--- src/rtl/alu_issue_ctrl_pkg.sv ---
// Shared types and constants for the SIMD ALU issue controller.
package alu_issue_ctrl_pkg;

    localparam int unsigned MODE_W = 4;

    typedef enum logic [1:0] {
        ST_IDLE = 2'd0,
        ST_WAIT = 2'd1,
        ST_RESP = 2'd2
    } state_t;

    localparam logic DT_INT   = 1'b0;
    localparam logic DT_FLOAT = 1'b1;

    localparam logic [MODE_W-1:0] MODE_ADD = 4'd0;
    localparam logic [MODE_W-1:0] MODE_SUB = 4'd1;
    localparam logic [MODE_W-1:0] MODE_MUL = 4'd2;
    localparam logic [MODE_W-1:0] MODE_DIV = 4'd3;

    function automatic int unsigned max_u(input int unsigned a, input int unsigned b);
        return (a > b) ? a : b;
    endfunction

endpackage

--- src/rtl/alu_issue_ctrl_lat_counter.sv ---
// Loadable down-counter; done_c flags the last clock of the wait window.
module lat_counter #(
    parameter int unsigned W = 4
) (
    input  logic         clk,
    input  logic         rst,
    input  logic         load,
    input  logic [W-1:0] load_val,
    input  logic         en,
    output logic         done_c
);

    logic [W-1:0] count;

    always_ff @(posedge clk) begin
        if (rst) begin
            count <= '0;
        end else if (load) begin
            count <= load_val;
        end else if (en && (count != '0)) begin
            count <= count - W'(1);
        end
    end

    assign done_c = (count == W'(1));

endmodule

--- src/rtl/alu_issue_ctrl.sv ---
// Issues one command at a time to an ALU lane, waits out its latency and
// returns the captured result over a valid/ready response channel.
module alu_issue_ctrl
    import alu_issue_ctrl_pkg::*;
#(
    parameter int unsigned bw       = 32,
    parameter int unsigned INT_LAT  = 1,
    parameter int unsigned FP_LAT   = 7,
    parameter int unsigned FP_MODES = 4
) (
    input  logic              clk,
    input  logic              rst,
    input  logic              cmd_valid,
    output logic              cmd_ready,
    input  logic [MODE_W-1:0] cmd_mode,
    input  logic              cmd_dtype,
    input  logic [bw-1:0]     cmd_a,
    input  logic [bw-1:0]     cmd_b,
    output logic [bw-1:0]     alu_a,
    output logic [bw-1:0]     alu_b,
    output logic [MODE_W-1:0] alu_mode,
    output logic              alu_dtype,
    input  logic [bw-1:0]     alu_result,
    output logic              res_valid,
    input  logic              res_ready,
    output logic [bw-1:0]     res_data,
    output logic              res_err,
    output logic              busy
);

    localparam int unsigned CNT_W   = $clog2(max_u(INT_LAT, FP_LAT)) + 1;
    localparam int unsigned MODE_XW = MODE_W + 1;
    localparam logic [MODE_XW-1:0] FP_MODES_X = MODE_XW'(FP_MODES);

    state_t             state;
    state_t             state_d;
    logic               launch;
    logic               reject;
    logic               capture;
    logic               cnt_load;
    logic [CNT_W-1:0]   cnt_val;
    logic               cnt_done_c;

    lat_counter #(.W(CNT_W)) u_lat_counter (
        .clk      (clk),
        .rst      (rst),
        .load     (cnt_load),
        .load_val (cnt_val),
        .en       (state == ST_WAIT),
        .done_c   (cnt_done_c)
    );

    always_ff @(posedge clk) begin
        if (rst) begin
            state <= ST_IDLE;
        end else begin
            state <= state_d;
        end
    end

    always_comb begin
        state_d  = state;
        launch   = 1'b0;
        reject   = 1'b0;
        capture  = 1'b0;
        cnt_load = 1'b0;
        cnt_val  = CNT_W'(INT_LAT);
        case (state)
            ST_IDLE: begin
                if (cmd_valid && cmd_ready) begin
                    if ((cmd_dtype == DT_FLOAT) && ({1'b0, cmd_mode} >= FP_MODES_X)) begin
                        reject  = 1'b1;
                        state_d = ST_RESP;
                    end else begin
                        launch   = 1'b1;
                        cnt_load = 1'b1;
                        cnt_val  = (cmd_dtype == DT_INT) ? CNT_W'(INT_LAT) : CNT_W'(FP_LAT);
                        state_d  = ST_WAIT;
                    end
                end
            end
            ST_WAIT: begin
                if (cnt_done_c) begin
                    capture = 1'b1;
                    state_d = ST_RESP;
                end
            end
            ST_RESP: begin
                if (res_valid && res_ready) begin
                    state_d = ST_IDLE;
                end
            end
            default: state_d = ST_IDLE;
        endcase
    end

    // A rejected command sits one cycle in RESP before res_valid rises, matching
    // the minimum one-clock turnaround of a real launch.
    always_ff @(posedge clk) begin
        if (rst) begin
            cmd_ready <= 1'b1;
            busy      <= 1'b0;
            res_valid <= 1'b0;
            res_data  <= '0;
            res_err   <= 1'b0;
            alu_a     <= '0;
            alu_b     <= '0;
            alu_mode  <= '0;
            alu_dtype <= 1'b0;
        end else begin
            cmd_ready <= (state_d == ST_IDLE);
            busy      <= (state_d != ST_IDLE);
            res_valid <= capture || ((state == ST_RESP) && !(res_valid && res_ready));
            if (launch) begin
                alu_a     <= cmd_a;
                alu_b     <= cmd_b;
                alu_mode  <= cmd_mode;
                alu_dtype <= cmd_dtype;
            end
            if (reject) begin
                res_data <= '0;
                res_err  <= 1'b1;
            end else if (capture) begin
                res_data <= alu_result;
                res_err  <= 1'b0;
            end
        end
    end

endmodule

--- config.mk ---
export PLATFORM = sky130hd
export DESIGN_NAME = alu_issue_ctrl
export DESIGN_NICKNAME = d
export VERILOG_FILES = /design/src/rtl/alu_issue_ctrl_pkg.sv /design/src/rtl/alu_issue_ctrl_lat_counter.sv /design/src/rtl/alu_issue_ctrl.sv
export SDC_FILE = /design/constraint.sdc
export NUM_CORES = 1
export LEC_CHECK = 0
export CAP_MARGIN = 20
export CORE_UTILIZATION = 30
export DETAILED_ROUTE_END_ITERATION = 6
export HOLD_SLACK_MARGIN = 0.08
export PLACE_DENSITY_LB_ADDON = 0.12
export SLEW_MARGIN = 10
export SYNTH_ARGS = -nofsm -noshare
export SYNTH_HDL_FRONTEND = slang
export SYNTH_HIERARCHICAL = 1
export SYNTH_SLANG_ARGS = --single-unit
--- constraint.sdc ---
create_clock -name clk -period 2.8 [get_ports clk]
set_input_delay 0.7 -clock clk [delete_from_list [all_inputs] [get_ports clk]]
set_output_delay 0.7 -clock clk [all_outputs]
set_load 0.02 [all_outputs]
Yosys cells after proc, flatten, opt, wreduce, memory -nomap -nowiden
Cells that the tools add are included.
Widths: inputs -> output; s select.
Storage, ports and cells
  bits in registers: 111
  input port bits: 105
  output and inout port bits: 105
  logic and storage cells: 51
Operators by class
  add/subtract/negate cells: 1
  magnitude comparators: 1
  equality and inequality tests: 3
  muxes and demuxes: 21
  reduce and logical (&&, ||, !) cells: 14
Operator list (count)
  $mux 3: 4
  $mux 1: 10
  $mux 2: 4
  $mux 4: 2
  $pmux 2 s3: 1
  $reduce_bool 2->1: 3
  $logic_and 1x1->1: 5
  $eq 4x1->1 const B: 1
  $ge 4x3->1 const B: 1
  $logic_not 2->1: 2
  $reduce_bool 4->1: 1
  $sub 4x1->4 const B: 1
  $eq 2x1->1 const B: 1
  $eq 2x2->1 const B: 1
  $reduce_or 2->1: 1
  $logic_not 1->1: 1
  $logic_or 1x1->1: 1

Logic depth before layout (Yosys ltp)
Gate-level depths: netlist of the first run.
  word-level depth: 6
  mapped depth: 8
  depth with buffers taken out: 7

Hierarchy
The synthesis of the first run kept the hierarchy.
By module, submodules not included
  alu_issue_ctrl: times used 1, cells each 465, area each 3704.8 um^2
  lat_counter: times used 1, cells each 33, area each 286.5 um^2

Worst setup path after synthesis of the first run
No wires, ideal clock.
  path type: input -> register
  start: input cmd_mode[3]
  end: register u_lat_counter.count[0]
  arrival: 2.233 ns
  required time: 2.673 ns
  slack: 0.440 ns
  stages: 8
  buffers on the path: 2
  cell sequence: o21ai_0 nand2_4 inv_2 buf_2 clkbuf_1 nor3_1 and3_1 or3_1
On the way
  word-level cells in the longest chain between the ends: 6
  elaborated cells between the ends (all ways): 10
  those cells by class: order compare: 1; mux: 7; reduce/logical: 2
RTL lines
  start, declared: line alu_issue_ctrl.sv:15  | input logic [MODE_W-1:0] cmd_mode,
  $ge 4x3->1 *: line alu_issue_ctrl.sv:71  | if ((cmd_dtype == DT_FLOAT) && ({1'b0, cmd_mode} >= FP_MODES_X)) begin
  $logic_and 1x1->1 *: line alu_issue_ctrl.sv:71
  $mux 1 *: line alu_issue_ctrl.sv:71
  $mux 1 *: line alu_issue_ctrl.sv:70  | if (cmd_valid && cmd_ready) begin
  $mux 1 *: line alu_issue_ctrl.sv:68  | case (state)
  net cnt_load: line alu_issue_ctrl.sv:40  | logic cnt_load;
  $mux 4 / $reduce_bool 2->1 (equally long branches)
  end signal, assigned: line alu_issue_ctrl_lat_counter.sv:19  | count <= load_val;
  end signal, assigned: line alu_issue_ctrl_lat_counter.sv:21  | count <= count - W'(1);
  end, declared: line alu_issue_ctrl_lat_counter.sv:13  | logic [W-1:0] count;
The timed path passes the listed nets; every way through them passes the cells marked *.
A chain may end at the register's enable or synchronous reset.

Final worst setup path of the first run
  start: input cmd_mode[3]
  end: register u_lat_counter.count[0]
On the way
  word-level cells in the longest chain between the ends: 6
  elaborated cells between the ends (all ways): 10
  those cells by class: order compare: 1; mux: 7; reduce/logical: 2
RTL lines (line)
  $ge 4x3->1 *: alu_issue_ctrl.sv:71
  $logic_and 1x1->1 *: alu_issue_ctrl.sv:71
  $mux 3 / $mux 1 (equally long branches): alu_issue_ctrl.sv:71
  $mux 3 / $mux 1 (equally long branches): alu_issue_ctrl.sv:70
  $mux 3 / $mux 1 (equally long branches): alu_issue_ctrl.sv:68
  $mux 4 / $reduce_bool 2->1 (equally long branches)
Mark *: on every way between the ends. The rest lies on a longest branch, timed or not.

==> impl_results.md, run 1 <==
* Category of the most critical setup path: input port to flop
* Synth cell types at 34
* Total die area at 13,800 um2
* Avg Inst Size Synth at 8.01 um2
* Layout area overhead at 63.1%
* Hold Crit Depth at 2
* Top cells by area, synth: dfxtp_1 56%, nand2_1 19%, a21oi_1 13%
* PostCTS Resize Cnt at 0
* Ant. Diodes at 0
* Post-synth net total at 605
* Worst Path Required at just over 3000 ps
* Biggest area consumer among synthesized cells: dfxtp_1
* Setup TNS at 0 ps
* TritonCTS Buffers at 9
* Routed Antenna Nets at 0
* Post-CTS setup buffer count at 0
* Largest net degree at the start of global routing at 71
* Main combinational cell family by area after synthesis: simple AND/OR/NAND/NOR gates
* Peak Freq at between 400 and 500 MHz
* Top Layer Used: met4
* Ys flop type: dfxtp_1
* VDD IR max at about 250 uV
* Post-synth top area share at 55.7%
* Drt total wl at 11,400 um
* Detailed Routing Iterations Pass 1 at 4
* Xor/xnor cell area share of the yosys netlist at 0%
* Seq cells post-synth at 111
* Die height at 117 um
* Vias per cell at 4.45
* Final Cycle Share at approximately 77%
* Static leakage at 2.27 nW
* Vias at 3,863
* Crit Path Max Fanout at 12
* Post-route minimum period at 2150 ps
* Top post-synthesis cells by count: 206 x nand2_1, 111 x dfxtp_1, 103 x a21oi_1
* Post-synthesis async set-or-reset flop share at 0%
* Hold Path Sink: alu_b[13]
* Multiplexer share of the synthesized area at 0%
* Max Cap Viol at 0
* Worst-path clk slew at 70 ps
* IO Port Bufs at 209
* Layout cells sized above 1 at 4.17%
* Most numerous cell in the Yosys netlist: nand2_1
* CTS tree: done
* Nets@finish at 798
* Top Ports at 210
* Syn Inst Count at between 400 and 500
* Pre-CTS setup slack at roughly 270 ps
* Clk Tree Root Cell: clkbuf_16
* Metal3 WL at 1150 um
* Length of routed wiring on met1 at 5050 um
* Sink Count at 111
* Syn Std Cell Area at 3990 um2
* Power per cell area at 599 nW/um2
* RSZ-0062 raised after global routing: no
* Routed wl met2 at 5020 um
* CP endpoint kind: flop
* Global Route Usage Sum at approximately 17%
* Adder-cell share of the synthesized area at less than 1%
* Slew margin rel. at between 50% and 60%
* Max stage delay on crit path at 440 ps
* Post-synth EDFFs at 0
* Compound-Gate Fraction of Synth Area at 15.2%
* Slowest CP cell: clkdlybuf4s50_1
* Cell Chain, Critical Path: clkdlybuf4s50_1 > o21ai_0 > nand2_4 > inv_2 > nor3_1 > and3_1 > or3_1
* RePlAce Congestion at 0.751
* Clk_skew at roughly 9.0 ps
* FP Rows at 41
* HPWL after DPL at 7700 um
* Clk Latency, worst-skew pair at 350 ps
* Hold path start: alu_b[13]
* Design Power at 0.00390 W
* Worst Hold Class: flop to flop
* Slew @ Worst Pin at about 730 ps
* Antenna violations before repair at 0
* CP Launch Type: input port
* Final Max Slew Viols at 0
* Vias in the first global route at 3,796
* FF-to-FF setup slack at 1040 ps
* Fin worst setup slack at 650 ps
* Synth Warn # at 6
* WP data arrival at 2380 ps
* DRC Markers at 0
* Hold buffers post-CTS at 0
* Final Hold Fails at 0
* R2r worst-path depth at 6
* DRT iter0 DRCs at between 200 and 250
* Register area share after synthesis at 55.7%
* Initial core utilization at 31.2%
* Max Buffers Root-to-Sink at 2
* GRT Residual Overflow at 0
* Core ar. at roughly 13,000 um2
* # setup viols final at 0
* Global-route wire length before repair at 18,700 um
* Outcome: finished clean
* Simple-gate portion of the synthesized area at 23.8%
* H-tree levels at 3
* Die width at 117 um
* Wirelength per Cell at 13.2 um
* RR Startpoint: state[1]
* Reg-to-Reg End: u_lat_counter/count[0]
==> worst max path at each step <==
stage	start	to	slack (ps)	depth (start not counted)
floorplan	cmd_mode[3]	u_lat_counter/count[0]	440	8
global placement	cmd_mode[3]	u_lat_counter/count[0]	290	7
detailed placement	cmd_mode[2]	u_lat_counter/count[0]	270	7
CTS	cmd_mode[2]	u_lat_counter/count[0]	660	7
global route	cmd_mode[2]	u_lat_counter/count[0]	560	7
finish	cmd_mode[3]	u_lat_counter/count[0]	650	7
==> layout by cell type (no fill, tap or decap), types with 2 or more instances in the layout <==
cell type | Yosys | final
buf_4 | 2 | 4
nor3_1 | 4 | 4
a21oi_1 | 103 | 103
buf_12 | 0 | 2
clkbuf_16 | 0 | 9
nor2b_1 | 3 | 3
inv_1 | 4 | 4
ha_1 | 2 | 2
clkbuf_8 | 0 | 5
clkdlybuf4s50_1 | 0 | 208
nand2b_1 | 2 | 2
nor2_1 | 6 | 6
nand2_1 | 206 | 206
and3_1 | 2 | 2
a2111oi_2 | 2 | 2
dfxtp_1 | 111 | 111
conb_1 | 2 | 2
==> cell type report <==
class / instances / area, um2
Tap cell: 172 / 215
Inverter: 5 / 18.8
Fill cell: 1185 / 6260
Sequential cell: 111 / 2220
Timing Repair Buffer: 215 / 2160
Multi-Input combinational cell: 349 / 1590
Clock buffer: 15 / 298
Clock inverter: 1 / 8.76
==> routing by layer <==
| metal | GRT usage, % | vias up |
|---|---|---|
| met5 | 0 | - |
| met4 | 7.87 | 0 |
| met3 | 6.81 | 14 |
| met2 | 25.7 | 149 |
| met1 | 20.5 | 1703 |
| li1 | - | 1997 |
==> kinds of logic (layout without fill, tap and decap cells) <==
logic type	count (synthesis)	in the layout
simple gates	233	233
other cells	2	2
fa+ha+maj	2	2
flops	111	111
buf+inv	38	236
compound gates	112	112
==> state kept, by name, indices dropped and copies added, names as in the netlist <==
signal               cells
state                    2
cmd_ready                1
res_valid                1
busy                     1
u_lat_counter/count      4
alu_mode                 4
res_data                32
alu_dtype                1
alu_a                   32
alu_b                   32
res_err                  1
==> through the flow <==
step | cell area, um2 | std cells | hold slack [ps] | util (%)
after floorplan | 3990 | 498 | 493 | -
after detailed placement | 6200 | 852 | 446 | 48.6
final | 6510 | 868 | 451 | 51.0
after global routing | 6510 | 868 | 472 | 51.0
after global placement | 6200 | 852 | 441 | 48.6
after CTS | 6510 | 868 | 456 | 51.0
==> worst max-delay path: cells and delay by family <==
| kind | cells | cell delay [ps] |
|---|---|---|
| and+or+nand+nor | 4 | 730 |
| AOI/OAI and AO/OA | 1 | 310 |
| buffers and inverters | 2 | 640 |
==> power by group <==
group	internal [W]	switching, W	leakage [nW]
registers	0.00169	0.0000616	0.902
clock network	0.000729	0.000569	0.152
logic	0.000410	0.000439	1.22
total	0.00283	0.00107	2.27
Power figures use the tool's default switching activity.
==> run 2: changes to the inputs <==
==> constraint.sdc (replaced) <==
create_clock -name clk -period 2.2 [get_ports clk]
set_input_delay 0.55 -clock clk [delete_from_list [all_inputs] [get_ports clk]]
set_output_delay 0.55 -clock clk [all_outputs]
set_load 0.02 [all_outputs]
==> impl_results.md, run 2 (synthesized netlist as in run 1, its figures left out) <==
* Highest-count cells in the layout ignoring fill and taps: 208 x clkdlybuf4s50_1, 206 x nand2_1, 111 x dfxtp_1, 103 x a21oi_1, 18 x buf_4 (was 208 x clkdlybuf4s50_1, 206 x nand2_1, 111 x dfxtp_1, 103 x a21oi_1, 9 x clkbuf_16)
* Multi-input logic area at 1590 um2 (unchanged)
* Vias at 3,956 (was 3,863)
* Worst Hold Class: flop to flop (unchanged)
* Die height at 117 um (unchanged)
* DRT iter0 DRCs at 208 (was 220)
* Clk Tree Root Cell: clkbuf_16 (unchanged)
* Slew margin rel. at 60.4% (was 51.7%)
* Final Cycle Share at 85.8%
* DRC Markers at 0 (unchanged)
* PostCTS Resize Cnt at 0 (unchanged)
* Routed Antenna Nets at 0 (unchanged)
* Max stage delay on crit path at 470 ps (was 440 ps)
* Worst Path Required at 2440 ps (was 3030 ps)
* Power per cell area at 758 nW/um2 (was 599 nW/um2)
* Core ar. at 12,800 um2 (unchanged)
* Layout cells sized above 1 at 6.06% (was 4.17%)
* Crit Path Max Fanout at 6 (was 12)
* Hold buffers post-CTS at 0 (unchanged)
* Wirelength per Cell at 13.3 um (was 13.2 um)
* Outcome: finished clean (unchanged)
* Post-CTS setup buffer count at 0 (unchanged)
* Top Ports at 210 (unchanged)
* TritonCTS Buffers at 9 (unchanged)
* Nets@finish at 812 (was 798)
* Sequential cell area at 2220 um2 (unchanged)
* Reg-to-Reg End: res_data[26] (was u_lat_counter/count[0])
* CTS tree: done (unchanged)
* HPWL after DPL at 8550 um (was 7700 um)
* Ant. Diodes at 0 (unchanged)
* Final Instance Area at 6620 um2 (was 6510 um2)
* FF-to-FF setup slack at 540 ps (was 1040 ps)
* CP endpoint kind: flop (unchanged)
* Final Hold Fails at 0 (unchanged)
* Design Power at 0.00501 W (was 0.00390 W)
* Clk_skew at 4.28 ps (was 9.03 ps)
* Worst-path clk slew at 70 ps (about the same)
* Slew @ Worst Pin at 593 ps (was 725 ps)
* Area of placed instances at 6310 um2 (was 6200 um2)
* Max Cap Viol at 0 (unchanged)
* Hold Crit Depth at 2 (unchanged)
* R2r worst-path depth at 7 (was 6)
* Commonest non-fill, non-tap cell in the layout: clkdlybuf4s50_1 (unchanged)
* Antenna violations before repair at 0 (unchanged)
* IO Port Bufs at 209 (unchanged)
* H-tree levels at 3 (unchanged)
* Category of the most critical setup path: input port to flop (unchanged)
* Vias in the first global route at 3,882 (was 3,796)
* WP data arrival at 2130 ps (was 2380 ps)
* Slowest CP cell: clkdlybuf4s50_1 (unchanged)
* Layout area overhead at 65.8% (was 63.1%)
* Critical path's top delay family: buffers and inverters (was simple AND/OR/NAND/NOR gates)
* Max Buffers Root-to-Sink at 2 (unchanged)
* GRT Residual Overflow at 0 (unchanged)
* Critical path buffers and inverters at 3 (was 2)
* RR Startpoint: u_lat_counter/count[1] (was state[1])
* FP Rows at 41 (unchanged)
* # setup viols final at 0 (unchanged)
* RSZ-0062 raised after global routing: no (unchanged)
* Critical path depth at 8 (was 7)
* Vias per cell at 4.49 (was 4.45)
* VDD IR max at 305 uV (was 245 uV)
* Drt total wl at 11,800 um (was 11,400 um)
* Hold path start: res_data[15] (was alu_b[13])
* Global-route wire length before repair at 18,900 um (was 18,700 um)
* Sink Count at 111 (unchanged)
* Setup TNS at 0 ps (unchanged)
* Global Route Usage Sum at 17.1% (was 16.8%)
* Static leakage at 2.33 nW (was 2.27 nW)
* CP Launch Type: input port (unchanged)
* Final Max Slew Viols at 0 (unchanged)
* Initial core utilization at 31.2% (unchanged)
* Largest net degree at the start of global routing at 39 (was 71)
* Fill cells at 1,211 (was 1,185)
* RePlAce Congestion at 0.766 (was 0.751)
* Pre-CTS setup slack at -43.9 ps (was 273 ps)
* Post-route minimum period at 1890 ps
* Fin worst setup slack at 312 ps (was 650 ps)
* Clk Latency, worst-skew pair at 340 ps (was 350 ps)
* Cell Chain, Critical Path: clkdlybuf4s50_1 > and4bb_2 > nand2_4 > inv_2 > buf_4 > nor2b_1 > and4_1 > a2111oi_2 (was clkdlybuf4s50_1 > o21ai_0 > nand2_4 > inv_2 > nor3_1 > and3_1 > or3_1)
* Die width at 117 um (unchanged)
* Peak Freq at 530 MHz
* Hold Path Sink: res_data[15] (was alu_b[13])
* Detailed Routing Iterations Pass 1 at 4 (unchanged)
* Largest registers: alu_a x32, alu_b x32, res_data x32 (unchanged)
* Total die area at 13,800 um2 (unchanged)
-- run 2: cell count changes in the layout (fill, tap and decap cells not counted), sizes merged --
| cell | previous run | this run |
|---|---|---|
| buf | 7 | 21 |
| clkbuf | 15 | 12 |
| clkinvlp | 0 | 2 |
| bufinv | 0 | 1 |
-- run 2: how the worst max path moves through the flow --
stage                startpoint                     end
finish                cmd_valid  u_lat_counter/count[3]
global route        cmd_mode[2]                alu_b[1]
CTS                   alu_dtype               alu_dtype
detailed placement    cmd_valid               alu_b[21]
global placement    cmd_mode[2]                alu_a[3]
floorplan           cmd_mode[3]  u_lat_counter/count[0]
-- run 2: per-stage QoR --
step | utilization [%] | hold slack [ps] | instances
4_1_cts | 51.8 | 457 | 882
6_report | 51.8 | 455 | 882
3_5_place_dp | 49.4 | 449 | 866
5_1_grt | 51.8 | 467 | 882
3_3_place_gp | 49.4 | 440 | 866
2_1_floorplan | - | 493 | 498
-- run 2: where the power goes --
group,total [W],internal [W],switching (W)
combinational,0.00111,0.000552,0.000558
clock,0.00167,0.000948,0.000723
sequential,0.00223,0.00215,0.0000815
-- run 2: routing by layer --
layer | part of all wire (%) | GRT usage [%] | wire length [um]
met5 | 0 | 0 | 0
met4 | 2.2 | 8.20 | 260
met3 | 8.8 | 5.64 | 1040
met2 | 45 | 27.0 | 5290
met1 | 44 | 20.8 | 5180
-- run 2: cell type report --
class	instances	share of cell area [%]
Multi-Input combinational cell	349	24.0
Timing Repair Buffer	229	34.2
Tap cell	172	3.25
Sequential cell	111	33.6
Clock buffer	12	3.88
Inverter	5	0.284
Clock inverter	4	0.813
-- run 2: worst register-to-register path, stage by stage (launching register included) --
cell	delay, ps
dfxtp_1	310
inv_1	100
ha_1	150
nor3b_1	250
and3b_1	220
buf_4	310
nand2_1	120
a21oi_1	130
==> run 3: changes to the inputs <==
--- a/config.mk
+++ b/config.mk
@@ -6,7 +6,9 @@
 export NUM_CORES = 1
 export LEC_CHECK = 0
 export CAP_MARGIN = 20
-export CORE_UTILIZATION = 30
+export CELL_PAD_IN_SITES_DETAIL_PLACEMENT = 0
+export CELL_PAD_IN_SITES_GLOBAL_PLACEMENT = 1
+export CORE_UTILIZATION = 27
 export DETAILED_ROUTE_END_ITERATION = 6
 export HOLD_SLACK_MARGIN = 0.08
 export PLACE_DENSITY_LB_ADDON = 0.12
==> impl_results.md, run 3 (synthesized netlist as in run 1, its figures left out) <==
* Slew @ Worst Pin at 654 ps (was 593 ps)
* PostCTS Resize Cnt at 0 (unchanged)
* Highest-count cells in the layout ignoring fill and taps: 208 x clkdlybuf4s50_1, 206 x nand2_1, 111 x dfxtp_1, 103 x a21oi_1, 12 x buf_4 (was 208 x clkdlybuf4s50_1, 206 x nand2_1, 111 x dfxtp_1, 103 x a21oi_1, 18 x buf_4)
* Routed wl met2 at 5260 um (was 5290 um)
* Layout cells sized above 1 at 5.67% (was 6.06%)
* RePlAce Congestion at 0.730 (was 0.766)
* Critical path buffers and inverters at 1 (was 3)
* Worst Path Required at 1650 ps (was 2440 ps)
* Net Sw Frac at 27.3% (was 27.2%)
* Metal3 WL at 1340 um (was 1040 um)
* Max Cap Viol at 0 (unchanged)
* Max Buffers Root-to-Sink at 2 (unchanged)
* TritonCTS Buffers at 9 (unchanged)
* Crit Path Max Fanout at 2 (was 6)
* Vias at 3,925 (was 3,956)
* Post-route minimum period at 1880 ps (was 1890 ps)
* Sink Count at 111 (unchanged)
* Wirelength per Cell at 13.3 um (about the same)
* Initial core utilization at 27.6% (was 31.2%)
* Min Hold Slack at 453 ps (was 455 ps)
* Clk Latency, worst-skew pair at 360 ps (was 340 ps)
* VDD IR max at 700 uV (was 305 uV)
* Layout area overhead at 66.4% (was 65.8%)
* GRT Residual Overflow at 0 (unchanged)
* H-tree levels at 3 (unchanged)
* DRC Markers at 0 (unchanged)
* Sequential group share of total power at 43.4% (was 44.5%)
* Critical path's top delay family: buffers and inverters (unchanged)
* Cell Chain, Critical Path: clkdlybuf4s50_1 (was clkdlybuf4s50_1 > and4bb_2 > nand2_4 > inv_2 > buf_4 > nor2b_1 > and4_1 > a2111oi_2)
* Final Instance Area at 6640 um2 (was 6620 um2)
* Power per cell area at 774 nW/um2 (was 758 nW/um2)
* Clk Tree Root Cell: clkbuf_16 (unchanged)
* Die width at 124 um (was 117 um)
* Setup TNS at 0 ps (unchanged)
* FF-to-FF setup slack at 460 ps (was 540 ps)
* Final Hold Fails at 0 (unchanged)
* # setup viols final at 0 (unchanged)
* Cell internal pwr at 0.00374 W (was 0.00365 W)
* Nets@finish at 808 (was 812)
* WP data arrival at 1330 ps (was 2130 ps)
* Fin util at 45.9% (was 51.8%)
* Vias in the first global route at 3,824 (was 3,882)
* DRT iter0 DRCs at 161 (was 208)
* Drt total wl at 11,800 um (about the same)
* FP Rows at 44 (was 41)
* Area of placed instances at 6320 um2 (was 6310 um2)
* Final Cycle Share at 85.6% (was 85.8%)
* HPWL after DPL at 8260 um (was 8550 um)
* Commonest non-fill, non-tap cell in the layout: clkdlybuf4s50_1 (unchanged)
* Global Route Usage Sum at 15.6% (was 17.1%)
* Vias per cell at 4.41 (was 4.49)
* Die height at 124 um (was 117 um)
* Core ar. at 14,500 um2 (was 12,800 um2)
* Detailed Routing Iterations Pass 1 at 4 (unchanged)
* Total die area at 15,300 um2 (was 13,800 um2)
* Fill cells at 1,429 (was 1,211)
* Routed Antenna Nets at 0 (unchanged)
* Worst Hold Class: flop to flop (unchanged)
* Static leakage at 2.34 nW (was 2.33 nW)
* Largest registers: alu_a x32, alu_b x32, res_data x32 (unchanged)
* Max stage delay on crit path at 640 ps (was 470 ps)
* Length of routed wiring on met1 at 5040 um (was 5180 um)
* Post-CTS setup buffer count at 0 (unchanged)
* Top Ports at 210 (unchanged)
* CP Launch Type: flop (was input port)
* Outcome: finished clean (unchanged)
* Top Layer Used: met4 (unchanged)
* Slowest CP cell: clkdlybuf4s50_1 (unchanged)
* Largest net degree at the start of global routing at 54 (was 39)
* RSZ-0062 raised after global routing: no (unchanged)
* CTS tree: done (unchanged)
* IO Port Bufs at 209 (unchanged)
* Global-route wire length before repair at 18,500 um (was 18,900 um)
* NetSw at 0.00140 W (was 0.00136 W)
* Category of the most critical setup path: flop to output pin (was input port to flop)
* Combinational share of power at 21.9% (was 22.1%)
* Worst-path clk slew at 70 ps (about the same)
* Slew margin rel. at 56.3% (was 60.4%)
* Ant. Diodes at 0 (unchanged)
* Clock network fraction of total power at 34.7% (was 33.3%)
* Antenna violations before repair at 0 (unchanged)
* Peak Freq at 531 MHz (was 530 MHz)
* CP endpoint kind: output pin (was flop)
* Design Power at 0.00514 W (was 0.00501 W)
* Final Max Slew Viols at 0 (unchanged)
* Hold buffers post-CTS at 0 (unchanged)
* Clk_skew at 6.93 ps (was 4.28 ps)
## run 3: changes by cell type in the layout (fill, tap and decap cells not counted), sizes merged
| cell | before | now |
|---|---|---|
| buf | 21 | 17 |
| clkinv | 1 | 4 |
| clkbuf | 12 | 10 |
| clkinvlp | 2 | 0 |
| bufinv | 1 | 2 |
## run 3: layout make-up
type / instances / area, um2 / area share (%)
Tap cell: 184 / 230 / 3.47
Multi-Input combinational cell: 349 / 1590 / 23.9
Inverter: 5 / 18.8 / 0.283
Sequential cell: 111 / 2220 / 33.5
Clock inverter: 6 / 83.8 / 1.26
Timing Repair Buffer: 225 / 2260 / 34.0
Clock buffer: 10 / 239 / 3.60
## run 3: worst paths after layout
path            endpoint                    from  cells after the start
min            alu_a[26]               alu_a[26]                      2
max reg2reg  res_data[6]  u_lat_counter/count[1]                      7
max             alu_a[6]                alu_a[6]                      1
min reg2reg    alu_a[26]               alu_a[26]                      2
## run 3: stage by stage
step,setup WS (ps),instances
finish,317,890
global route,218,890
CTS,290,890
detailed placement,8.38,874
global placement,32.1,874
floorplan,106,498
## run 3: per-layer routing
layer | vias to the layer above | track usage [%]
met4 | 0 | 6.40
met3 | 13 | 8.06
met5 | - | 0
li1 | 2011 | -
met1 | 1766 | 17.9
met2 | 135 | 24.3
## run 3: power groups by stage
stage                     logic, W  registers, W  clock network [W]
after floorplan           0.000400       0.00242                  0
after global placement     0.00113       0.00227                  0
after detailed placement   0.00114       0.00228                  0
after CTS                  0.00114       0.00223            0.00185
after global routing       0.00123       0.00225            0.00193
final                      0.00113       0.00223            0.00178
